**config.mk**
```make
export PLATFORM = sky130hd
export DESIGN_NAME = fb_write_arbiter_flat
export DESIGN_NICKNAME = d
export VERILOG_FILES = /design/src/rtl/fb_write_arbiter_pkg.sv /design/src/rtl/fb_write_arbiter_if.sv /design/src/rtl/fb_write_arbiter_rr_arbiter.sv /design/src/rtl/fb_write_arbiter.sv /design/src/flat_wrapper.sv
export SDC_FILE = /design/constraint.sdc
export NUM_CORES = 1
export LEC_CHECK = 0
export ABC_AREA = 1
export BUFFER_PORTS_ARGS = -buffer_cell sky130_fd_sc_hd__clkbuf_2
export CORE_MARGIN = 4
export CORE_UTILIZATION = 50
export CTS_BUF_LIST = sky130_fd_sc_hd__clkbuf_4
export CTS_CLUSTER_SIZE = 25
export DETAILED_ROUTE_END_ITERATION = 12
export PLACE_DENSITY = 0.79
export SLEW_MARGIN = 20
export SYNTH_ARGS = -nofsm -noshare
export SYNTH_HDL_FRONTEND = slang
export SYNTH_SLANG_ARGS = --single-unit
```
**constraint.sdc**
```tcl
create_clock -name Clk -period 1.75 [get_ports Clk]
set_input_delay 0.0875 -clock Clk [delete_from_list [all_inputs] [get_ports Clk]]
set_output_delay 0.0875 -clock Clk [all_outputs]
set_load 0.05 [all_outputs]
```
**src/rtl/fb_write_arbiter_pkg.sv**
```systemverilog
// Shared definitions for the frame-buffer write path.
//   fb_arb_state_t : arbiter FSM state encoding
//   FB_AW / FB_DW  : default frame-buffer word address / data widths
//   fb_word_addr   : (x, y) pixel coordinate -> linear word address, used by
//                    the trail writers so they agree with the clear engine
package fb_write_arbiter_pkg;

  localparam int FB_AW    = 20;
  localparam int FB_DW    = 16;
  localparam int FB_H_RES = 640;

  typedef enum logic [1:0] {
    IDLE  = 2'd0,
    CLEAR = 2'd1,
    BURST = 2'd2
  } fb_arb_state_t;

  // Row-major layout, one word per pixel.
  function automatic logic [FB_AW-1:0] fb_word_addr(input logic [9:0] x, input logic [9:0] y);
    return (FB_AW'(y) * FB_AW'(FB_H_RES)) + FB_AW'(x);
  endfunction

endpackage

```
**src/rtl/fb_write_arbiter_if.sv**
```systemverilog
// Bundle between the burst writers, the arbiter and the OCM write port.
//   req/last/wr_addr/wr_data : per-requester word offer (packed, index i at [i*W+:W])
//   gnt/ack                  : per-requester grant and word-accepted strobe
//   fb_we/fb_addr/fb_data    : OCM write port
// master : requester side (drives the offer, observes grant and OCM port)
// slave  : arbiter side
interface fb_write_arbiter_if #(
  parameter int N_REQ = 2,
  parameter int AW    = 20,
  parameter int DW    = 16
) ();

  logic [N_REQ-1:0]    req;
  logic [N_REQ-1:0]    last;
  logic [N_REQ*AW-1:0] wr_addr;
  logic [N_REQ*DW-1:0] wr_data;
  logic [N_REQ-1:0]    gnt;
  logic [N_REQ-1:0]    ack;
  logic                fb_we;
  logic [AW-1:0]       fb_addr;
  logic [DW-1:0]       fb_data;

  modport master (
    output req, last, wr_addr, wr_data,
    input  gnt, ack, fb_we, fb_addr, fb_data
  );

  modport slave (
    input  req, last, wr_addr, wr_data,
    output gnt, ack, fb_we, fb_addr, fb_data
  );

endinterface

```
**src/rtl/fb_write_arbiter_rr_arbiter.sv**
```systemverilog
// Round-robin pick: first asserted request at or after ptr, wrapping N-1 -> 0.
//   req   in  N   request vector
//   ptr   in  PW  highest-priority index (must be < N)
//   pick  out N   one-hot chosen requester (zero when no request)
//   valid out 1   any request present
module rr_arbiter #(
  parameter  int N  = 2,
  localparam int PW = (N > 1) ? $clog2(N) : 1
) (
  input  logic [N-1:0]  req,
  input  logic [PW-1:0] ptr,
  output logic [N-1:0]  pick,
  output logic          valid
);

  logic [N-1:0] mask;
  logic [N-1:0] req_hi;
  logic [N-1:0] pick_hi;
  logic [N-1:0] pick_lo;

  // Requests at or above ptr win first; otherwise wrap to the lowest index.
  assign mask    = ~((N'(1) << ptr) - N'(1));
  assign req_hi  = req & mask;
  // x & -x isolates the lowest set bit.
  assign pick_hi = req_hi & (~req_hi + N'(1));
  assign pick_lo = req & (~req + N'(1));
  assign pick    = (|req_hi) ? pick_hi : pick_lo;
  assign valid   = |req;

endmodule

```
**src/rtl/fb_write_arbiter.sv**
```systemverilog
// Sole owner of the frame-buffer write port. Grants it round-robin to N_REQ
// burst writers and to an internal clear engine that wipes the play area.
//   Clk         in  system clock
//   Reset       in  synchronous, active-high
//   clear_start in  1-cycle pulse requesting a play-area wipe
//   clear_busy  out high from clear accept until the last clear word is written
//   bus         slave side of fb_write_arbiter_if (requests, grants, OCM port)
// All OCM outputs and gnt are registered; ack = gnt & req is combinational.
module fb_write_arbiter
  import fb_write_arbiter_pkg::*;
#(
  parameter int            AW          = FB_AW,
  parameter int            DW          = FB_DW,
  parameter int            N_REQ       = 2,
  parameter int            CLEAR_BASE  = 0,
  parameter int            CLEAR_WORDS = 307200,
  parameter logic [DW-1:0] CLEAR_VALUE = '0,
  parameter int            MAX_BURST   = 64
) (
  input  logic              Clk,
  input  logic              Reset,
  input  logic              clear_start,
  output logic              clear_busy,
  fb_write_arbiter_if.slave bus
);

  localparam int PW  = (N_REQ > 1) ? $clog2(N_REQ) : 1;
  localparam int CCW = $clog2(CLEAR_WORDS + 1);
  localparam int BCW = $clog2(MAX_BURST + 1);

  // The clear window must fit in the address space so the address never wraps.
  if (CLEAR_WORDS < 1 ||
      (longint'(CLEAR_BASE) + longint'(CLEAR_WORDS)) > (longint'(1) << AW)) begin : g_bad_clear
    $error("fb_write_arbiter: clear window does not fit in 2**AW words");
  end
  if (MAX_BURST < 1) begin : g_bad_burst
    $error("fb_write_arbiter: MAX_BURST must be at least 1");
  end

  fb_arb_state_t    state_reg;
  logic [N_REQ-1:0] gnt_reg;
  logic [PW-1:0]    rr_ptr_reg;
  logic [BCW-1:0]   burst_cnt_reg;
  logic [CCW-1:0]   clear_cnt_reg;
  logic [AW-1:0]    clear_addr_reg;
  logic             clear_pend_reg;
  logic             clear_busy_reg;
  logic             fb_we_reg;
  logic [AW-1:0]    fb_addr_reg;
  logic [DW-1:0]    fb_data_reg;

  logic [N_REQ-1:0] ack;
  logic [N_REQ-1:0] pick;
  logic             pick_valid;
  logic [AW-1:0]    sel_addr;
  logic [DW-1:0]    sel_data;
  logic [PW-1:0]    sel_idx;
  logic [PW-1:0]    next_ptr;
  logic             ack_any;
  logic             sel_last;

  genvar gi;
  for (gi = 0; gi < N_REQ; gi++) begin : g_ack
    assign ack[gi] = gnt_reg[gi] & bus.req[gi];
  end

  // gnt_reg is one-hot or zero, so an OR of the gated slices is the mux.
  always_comb begin
    sel_addr = '0;
    sel_data = '0;
    sel_idx  = '0;
    for (int i = 0; i < N_REQ; i++) begin
      if (gnt_reg[i]) begin
        sel_addr = sel_addr | bus.wr_addr[i*AW +: AW];
        sel_data = sel_data | bus.wr_data[i*DW +: DW];
        sel_idx  = PW'(i);
      end
    end
  end

  assign ack_any  = |ack;
  assign sel_last = |(ack & bus.last);
  assign next_ptr = (sel_idx == PW'(N_REQ - 1)) ? '0 : sel_idx + 1'b1;

  rr_arbiter #(.N(N_REQ)) u_rr (
    .req   (bus.req),
    .ptr   (rr_ptr_reg),
    .pick  (pick),
    .valid (pick_valid)
  );

  always_ff @(posedge Clk) begin
    if (Reset) begin
      state_reg      <= IDLE;
      gnt_reg        <= '0;
      rr_ptr_reg     <= '0;
      burst_cnt_reg  <= '0;
      clear_cnt_reg  <= '0;
      clear_addr_reg <= '0;
      clear_pend_reg <= 1'b0;
      clear_busy_reg <= 1'b0;
      fb_we_reg      <= 1'b0;
      fb_addr_reg    <= '0;
      fb_data_reg    <= '0;
    end else begin
      case (state_reg)
        IDLE: begin
          fb_we_reg <= 1'b0;
          // A wipe always beats waiting requesters.
          if (clear_pend_reg || clear_start) begin
            state_reg      <= CLEAR;
            clear_pend_reg <= 1'b0;
            clear_busy_reg <= 1'b1;
            clear_cnt_reg  <= '0;
            clear_addr_reg <= AW'(CLEAR_BASE);
          end else if (pick_valid) begin
            state_reg     <= BURST;
            gnt_reg       <= pick;
            burst_cnt_reg <= '0;
          end
        end

        CLEAR: begin
          // clear_start is ignored here: a running wipe is never restarted.
          fb_we_reg      <= 1'b1;
          fb_addr_reg    <= clear_addr_reg;
          fb_data_reg    <= CLEAR_VALUE;
          clear_addr_reg <= clear_addr_reg + 1'b1;
          clear_cnt_reg  <= clear_cnt_reg + 1'b1;
          if (clear_cnt_reg == CCW'(CLEAR_WORDS - 1)) begin
            // busy falls on the same edge the last word's fb_we rises.
            state_reg      <= IDLE;
            clear_busy_reg <= 1'b0;
          end
        end

        BURST: begin
          if (clear_start) begin
            clear_pend_reg <= 1'b1;
            clear_busy_reg <= 1'b1;
          end
          if (ack_any) begin
            fb_we_reg     <= 1'b1;
            fb_addr_reg   <= sel_addr;
            fb_data_reg   <= sel_data;
            burst_cnt_reg <= burst_cnt_reg + 1'b1;
            // The releasing word (last or MAX_BURST-th) is still written.
            if (sel_last || burst_cnt_reg == BCW'(MAX_BURST - 1)) begin
              state_reg  <= IDLE;
              gnt_reg    <= '0;
              rr_ptr_reg <= next_ptr;
            end
          end else begin
            // Granted requester stalled: hold the grant, write nothing.
            fb_we_reg <= 1'b0;
          end
        end

        default: begin
          state_reg <= IDLE;
          gnt_reg   <= '0;
          fb_we_reg <= 1'b0;
        end
      endcase
    end
  end

  assign bus.gnt     = gnt_reg;
  assign bus.ack     = ack;
  assign bus.fb_we   = fb_we_reg;
  assign bus.fb_addr = fb_addr_reg;
  assign bus.fb_data = fb_data_reg;
  assign clear_busy  = clear_busy_reg;

endmodule

```
**src/flat_wrapper.sv**
```systemverilog
// flat-port wrapper written by rule: the top's interface ports become plain ports
module fb_write_arbiter_flat import fb_write_arbiter_pkg::*;
#(
  parameter int            AW          = FB_AW,
  parameter int            DW          = FB_DW,
  parameter int            N_REQ       = 2,
  parameter int            CLEAR_BASE  = 0,
  parameter int            CLEAR_WORDS = 307200,
  parameter logic [DW-1:0] CLEAR_VALUE = '0,
  parameter int            MAX_BURST   = 64
)
  (Clk, Reset, clear_start, clear_busy, bus_req, bus_last, bus_wr_addr, bus_wr_data, bus_gnt, bus_ack, bus_fb_we, bus_fb_addr, bus_fb_data);
  fb_write_arbiter_if #(.N_REQ(N_REQ), .AW(AW), .DW(DW)) bus_i ();
  input  logic Clk;
  input  logic Reset;
  input  logic clear_start;
  output logic clear_busy;
  input wire logic [$bits(bus_i.req)-1:0] bus_req;
  input wire logic [$bits(bus_i.last)-1:0] bus_last;
  input wire logic [$bits(bus_i.wr_addr)-1:0] bus_wr_addr;
  input wire logic [$bits(bus_i.wr_data)-1:0] bus_wr_data;
  output wire logic [$bits(bus_i.gnt)-1:0] bus_gnt;
  output wire logic [$bits(bus_i.ack)-1:0] bus_ack;
  output wire logic [$bits(bus_i.fb_we)-1:0] bus_fb_we;
  output wire logic [$bits(bus_i.fb_addr)-1:0] bus_fb_addr;
  output wire logic [$bits(bus_i.fb_data)-1:0] bus_fb_data;
  assign bus_i.req = bus_req;
  assign bus_i.last = bus_last;
  assign bus_i.wr_addr = bus_wr_addr;
  assign bus_i.wr_data = bus_wr_data;
  assign bus_gnt = bus_i.gnt;
  assign bus_ack = bus_i.ack;
  assign bus_fb_we = bus_i.fb_we;
  assign bus_fb_addr = bus_i.fb_addr;
  assign bus_fb_data = bus_i.fb_data;
  fb_write_arbiter #(.AW(AW), .DW(DW), .N_REQ(N_REQ), .CLEAR_BASE(CLEAR_BASE), .CLEAR_WORDS(CLEAR_WORDS), .CLEAR_VALUE(CLEAR_VALUE), .MAX_BURST(MAX_BURST)) u_core (.Clk(Clk), .Reset(Reset), .clear_start(clear_start), .clear_busy(clear_busy), .bus(bus_i));
endmodule
```
### Yosys cells after proc, flatten, opt, wreduce, memory -nomap -nowiden

Cells that the tools add are included.

* register bits: 90
* bits in latches: 0
* memory bits (writable): 0
* memory bits (read-only): 0
* input bits: 79
* output and inout bits: 42
* logic and storage cells: 98
* memories kept: 0

* add/sub/neg operators: 7
* multiply operators: 0
* divide/modulo/power cells: 0
* magnitude comparators: 0
* equal/unequal tests: 12
* shift operators: 1
* muxes and demuxes: 36
* bitwise gates (word level): 12
* reduce and logical (&&, ||, !) cells: 19

Operator list (number)
* 2-to-1 mux 20 bit: 4
* one-hot mux 20 bit (2 select lines): 2
* 2-to-1 mux 16 bit: 3
* one-hot mux 19 bit (2 select lines): 1
* one-hot mux 16 bit (2 select lines): 1
* 2-to-1 mux 7 bit: 3
* adder 20 x 1 -> 20 bit, second input constant: 1
* OR 20 bit: 1
* adder 19 x 1 -> 19 bit, second input constant: 1
* equality test 19 bit, second input constant: 1
* 2-to-1 mux 19 bit: 1
* 2-to-1 mux 2 bit: 8
* OR 16 bit: 1
* one-hot mux 7 bit (2 select lines): 1
* one-hot mux 2 bit (3 select lines): 2
* AND reduction 4 bit: 3
* != test 2 x 1 -> 1 bit, second input constant: 5
* bitwise AND 2 bit: 4
* OR reduction 2 bit: 4
* adder 7 x 1 -> 7 bit, second input constant: 1
* equality test 7 x 6 -> 1 bit, second input constant: 1
* 2-to-1 mux 1 bit: 7
* inverter 2 bit: 3
* AND reduction 3 bit: 2
* other kinds (18): 26

### Depth between registers and ports, before layout

* word-level depth: 11
* depth in mapped cells: 13
* depth with buffers taken out: 12

### By module

A second synthesis with hierarchy kept.

* cells, all modules: 691
* area total of the unflattened synthesis: 4580.6 µm²

Modules (own cells, without submodules)
* fb_write_arbiter: instances 1, cells an instance 685, area an instance 4555.6 µm²
* rr_arbiter: instances 1, cells an instance 6, area an instance 25.0 µm²

### Worst setup path after synthesis

Ideal clock, no wire load.

* path type: reg-to-reg
* from: register u_core.gnt_reg[0], in the netlist u_core.bus.gnt[0]
* to: register u_core.burst_cnt_reg[2]
* arrival: 1.545 ns
* data required time: 1.632 ns
* slack: 0.087 ns
* cell stages (with the launch flop): 8
* buffers on the path: 0
* cell sequence: dfxtp_1 nand2_1 nand2_1 nand2_1 a21oi_2 inv_1 o21ai_1 nor2_1

* longest elaborated chain between the ends: 4

Ends and longest elaborated chain
* start: declaration: RTL line fb_write_arbiter.sv:41 `logic [N_REQ-1:0] gnt_reg;`
* start signal: assignment: RTL line fb_write_arbiter.sv:118 `gnt_reg <= pick;`
* bitwise AND 1 bit: RTL line fb_write_arbiter.sv:64 `assign ack[gi] = gnt_reg[gi] & bus.req[gi];`
* OR reduction 2 bit: RTL line fb_write_arbiter.sv:81 `assign ack_any = |ack;`
* != test 2 x 1 -> 1 bit (no line)
* AND reduction 4 bit (no line)
* end signal: assignment: RTL line fb_write_arbiter.sv:146 `burst_cnt_reg <= burst_cnt_reg + 1'b1;`
* end: declaration: RTL line fb_write_arbiter.sv:43 `logic [BCW-1:0] burst_cnt_reg;`

Every way passes these cells.
A chain may end at the register's enable or synchronous reset.

### Worst setup path after layout

* from: register u_core.state_reg[0]
* to: register u_core.clear_addr_reg[15]

* longest elaborated chain between the ends: 3
* elaborated cells on any way between the ends: 6
* those cells by class: eq/ne (2); mux (1); reduce/logical (3)

Ends and longest elaborated chain
* start: declaration: RTL line fb_write_arbiter.sv:40 `fb_arb_state_t state_reg;`
* start signal: assignment: RTL line fb_write_arbiter.sv:94 `state_reg <= IDLE;`
* start signal: assignment: RTL line fb_write_arbiter.sv:111 `state_reg <= CLEAR;`
* start signal: assignment: RTL line fb_write_arbiter.sv:117 `state_reg <= BURST;`
* equality test 2 x 1 -> 1 bit / zero test 2 bit (equally long branches): RTL line fb_write_arbiter.sv:106 `case (state_reg)`
* nonzero test 2 bit (no line) / != test 2 x 1 -> 1 bit (equally long branches)
* AND reduction 2 bit (no line)
* end signal: assignment: RTL line fb_write_arbiter.sv:115 `clear_addr_reg <= AW'(CLEAR_BASE);`
* end signal: assignment: RTL line fb_write_arbiter.sv:128 `clear_addr_reg <= clear_addr_reg + 1'b1;`
* end: declaration: RTL line fb_write_arbiter.sv:45 `logic [AW-1:0] clear_addr_reg;`

Parallel ways exist; a longest one is shown, timed or not.

==> impl_metrics.py <==
metrics = {
    "outcome": {
        "status": "finished clean",
    },
    "cts": {
        "clk_path_buf_depth": 2,
        "cts_made_buffers": 9,
        "clk_latency_ns": 0.42,
        "tritoncts": "built",
        "clockRootBuffer": "clkbuf_4",
        "path_clk_slew_ns": 0.13,
        "cts.sinks": 90,
        "htreeDepth": 3,
    },
    "setup_path": {
        "rrSetupSlack_ns": 0.12,
        "r2r_end": "u_core.clear_addr_reg[15]",
        "cp.depth": 10,
        "crit_start": "u_core.state_reg[0]",
        "worstPathCellList": "inv_2 -> ha_4 -> inv_1 -> nand2_2 -> nand2_4 -> nor2_4 -> buf_12 -> nand3_1 -> o21ai_0 -> a21oi_1",
        "start_kind": "register",
        "critPathRequiredTime_ns": 2.08,
        "r2r_start": "u_core.state_reg[0]",
        "r2r_cells": 10,
        "cp_top_family": "simple AND/OR/NAND/NOR gates",
        "crit_buf_inv": 3,
        "slowest_stage": "dfxtp_2",
        "cp_max_fo": 7,
        "end_kind": "register",
        "crit_path_max_incr_delay_ns": 0.36,
        "worstSetupPathType": "reg -> reg",
        "arrival_ns": 1.95,
    },
    "sta": {
        "finalHoldViolCount": 0,
        "fin_setup_tns_ns": 0,
        "fin_ws_ns": 0.125,
        "slew_violations": 0,
        "fin_crit_sh_pct": 92.9,
        "grt_setup_unrepaired": "no",
        "whs_ns": 0.0399,
        "setup_viol": 0,
        "max_freq_mhz": 615,
        "finalCriticalPeriod_ns": 1.63,
        "tightest_slew_ns": 0.449,
        "slew_headroom_pct": 70.1,
        "skew_ns": 0.00835,
    },
    "global_routing": {
        "grt_pass1_vias": 4735,
        "grt_max_degree": 42,
        "grt_remaining_overflow": 0,
        "grt_usage_pct": 22.8,
        "grt_antenna_before_repair": 0,
        "grt_pass1_wl_um": 21100,
    },
    "drt": {
        "postRouteAntennaNets": 0,
        "drc": 0,
        "routedWlPerCell_um": 13.5,
        "routed_wl_um": 12700,
        "viasPerCell": 5.28,
        "dr_total_vias": 4951,
        "first_pass_iters": 5,
        "drtIter0Drc": 308,
    },
    "layout": {
        "fin_area_sq_mm": 0.00570,
        "area_delta_synth_final_pct": 24.0,
        "fin_util_pct": 64.5,
        "drive_gt1_share_pct": 22.8,
        "fin_nets": 910,
        "fillCellCount": 813,
        "fin_cells": 937,
        "n_antenna_cell": 0,
    },
    "synthesis": {
        "synth_nets": 779,
        "synth_ff_type": "dfxtp_1",
        "ys_async_sr_fraction_pct": 0,
        "syn_area_sq_mm": 0.00460,
        "yosys_register_bits": 90,
        "synth_edf_count": 0,
        "yosysSeqAreaShare_pct": 39.2,
        "netlist-cell-type-count": 39,
        "yosys_warnings": 0,
        "netlist_instances": 693,
        "syn_avg_cell_area_sq_um": 6.64,
    },
    "power_and_ir_drop": {
        "total_power_mw": 6.70,
        "ir_worst_vdd_v": 0.000590,
        "leakage_nw": 2.51,
        "power_density_mw_per_mm2": 1170,
    },
    "floorplanning": {
        "coreArea_sq_mm": 0.00885,
        "die_height_um": 104,
        "die-width_um": 104,
        "dieArea_sq_mm": 0.0108,
        "fp-row-count": 34,
        "ios": 121,
        "start_util_pct": 52.0,
    },
    "placement": {
        "preCtsSetupSlack_ns": -0.0944,
        "placed_area_sq_mm": 0.00542,
        "place_hpwl_um": 9430,
        "io_buffers": 120,
        "place_inst": 913,
        "routabilityCongestion": 0.876,
    },
    "job": {
        "drv_cap": 0,
    },
    "worst_hold_path": {
        "hp-class": "in -> reg",
        "hold_depth": 4,
        "worstHoldStart": "bus_wr_data[8]",
        "worstHoldEndpoint": "u_core.bus.fb_data[8]",
    },
}
## cells by family (layout without fill, tap and decap cells)
group	count (synthesis)	count (layout)	share of synthesized area, %
compound gates	155	155	18.7
simple gates	339	339	30.8
flops	90	90	39.2
xor+xnor	5	5	0.952
fa+ha+maj	7	7	1.90
buf+inv	97	233	8.51
## cell type report
type                            instances  area [sq um]  area share, %
Inverter                               66           248           4.34
Clock inverter                          5          53.8          0.943
Multi-Input combinational cell        506          2460           43.1
Tap cell                              108           135           2.37
Sequential cell                        90          1810           31.7
Clock buffer                           11          82.6           1.45
Timing Repair Buffer                  151           921           16.1
## what timing repair did
action                     4_1_cts  5_1_grt
hold buffers                     5        0
setup buffers                    1        2
hold endpoints to repair         3        0
pin swaps                        1        1
setup endpoints to repair       10       60
resized for setup                5       14
## worst max-delay path by stage
stage                     slack (ns)                        end
after floorplan                 0.09    u_core.burst_cnt_reg[2]
after global placement          0.05    u_core.burst_cnt_reg[4]
after detailed placement       -0.09    u_core.burst_cnt_reg[4]
after CTS                     -0.001   u_core.clear_cnt_reg[18]
after global routing          0.0007   u_core.clear_cnt_reg[17]
final                           0.12  u_core.clear_addr_reg[15]
## synth_stat cells, types with 2 or more instances
| cell type | n | share of area [%] |
|---|---|---|
| buf_1 | 5 | 0.41 |
| nor2_2 | 2 | 0.27 |
| a31oi_1 | 2 | 0.27 |
| o21ai_1 | 3 | 0.33 |
| dfxtp_1 | 90 | 39 |
| nor2_1 | 83 | 6.8 |
| a22o_1 | 15 | 2.9 |
| nor2_4 | 2 | 0.49 |
| buf_2 | 13 | 1.4 |
| nand4_1 | 6 | 0.82 |
| inv_1 | 63 | 5.1 |
| nand3_1 | 24 | 2.6 |
| a22oi_1 | 2 | 0.33 |
| nand2_2 | 2 | 0.27 |
| nor3_4 | 2 | 0.71 |
| xor2_1 | 5 | 0.95 |
| clkbuf_1 | 11 | 0.90 |
| a21oi_1 | 89 | 9.7 |
| inv_2 | 2 | 0.16 |
| ha_1 | 7 | 1.9 |
| o21ai_0 | 37 | 4.0 |
| o21bai_1 | 2 | 0.33 |
| nand2_1 | 199 | 16 |
| nor3_1 | 12 | 1.3 |
## tightest hold or removal path: stages
cell and delay [ns]:
clkbuf_2 0.08, a22o_1 0.12, a22oi_1 0.08, nor2_1 0.08
## power by group
group / switching (mW) / internal [mW]
logic: 2.10 / 1.13
registers: 0.116 / 2.19
clock network: 0.687 / 0.468
## layout by cell type (no fill, tap or decap), drive strengths merged, types with 2 or more instances in the layout
cell / instances
inv: 66
o21bai: 2
nand3: 24
dlygate4sd3: 5
a22o: 15
a22oi: 2
o21ai: 41
dfxtp: 90
nor2: 87
a31oi: 2
nand2: 202
buf: 28
nor3b: 2
a21oi: 90
clkbuf: 129
nand4: 6
xor2: 5
ha: 7
nor3: 15
clkinv: 4
## routing by layer
| metal | up-vias | part of all wire, % | GRT usage (%) | routed length [um] |
|---|---|---|---|---|
| met5 | - | 0 | 0 | 0 |
| met4 | 0 | 1.2 | 5.79 | 155 |
| met3 | 18 | 6.0 | 4.78 | 763 |
| met2 | 156 | 50 | 41.7 | 6360 |
| met1 | 2271 | 43 | 27.2 | 5390 |
| li1 | 2506 | - | - | - |
Power figures use the tool's default switching activity.
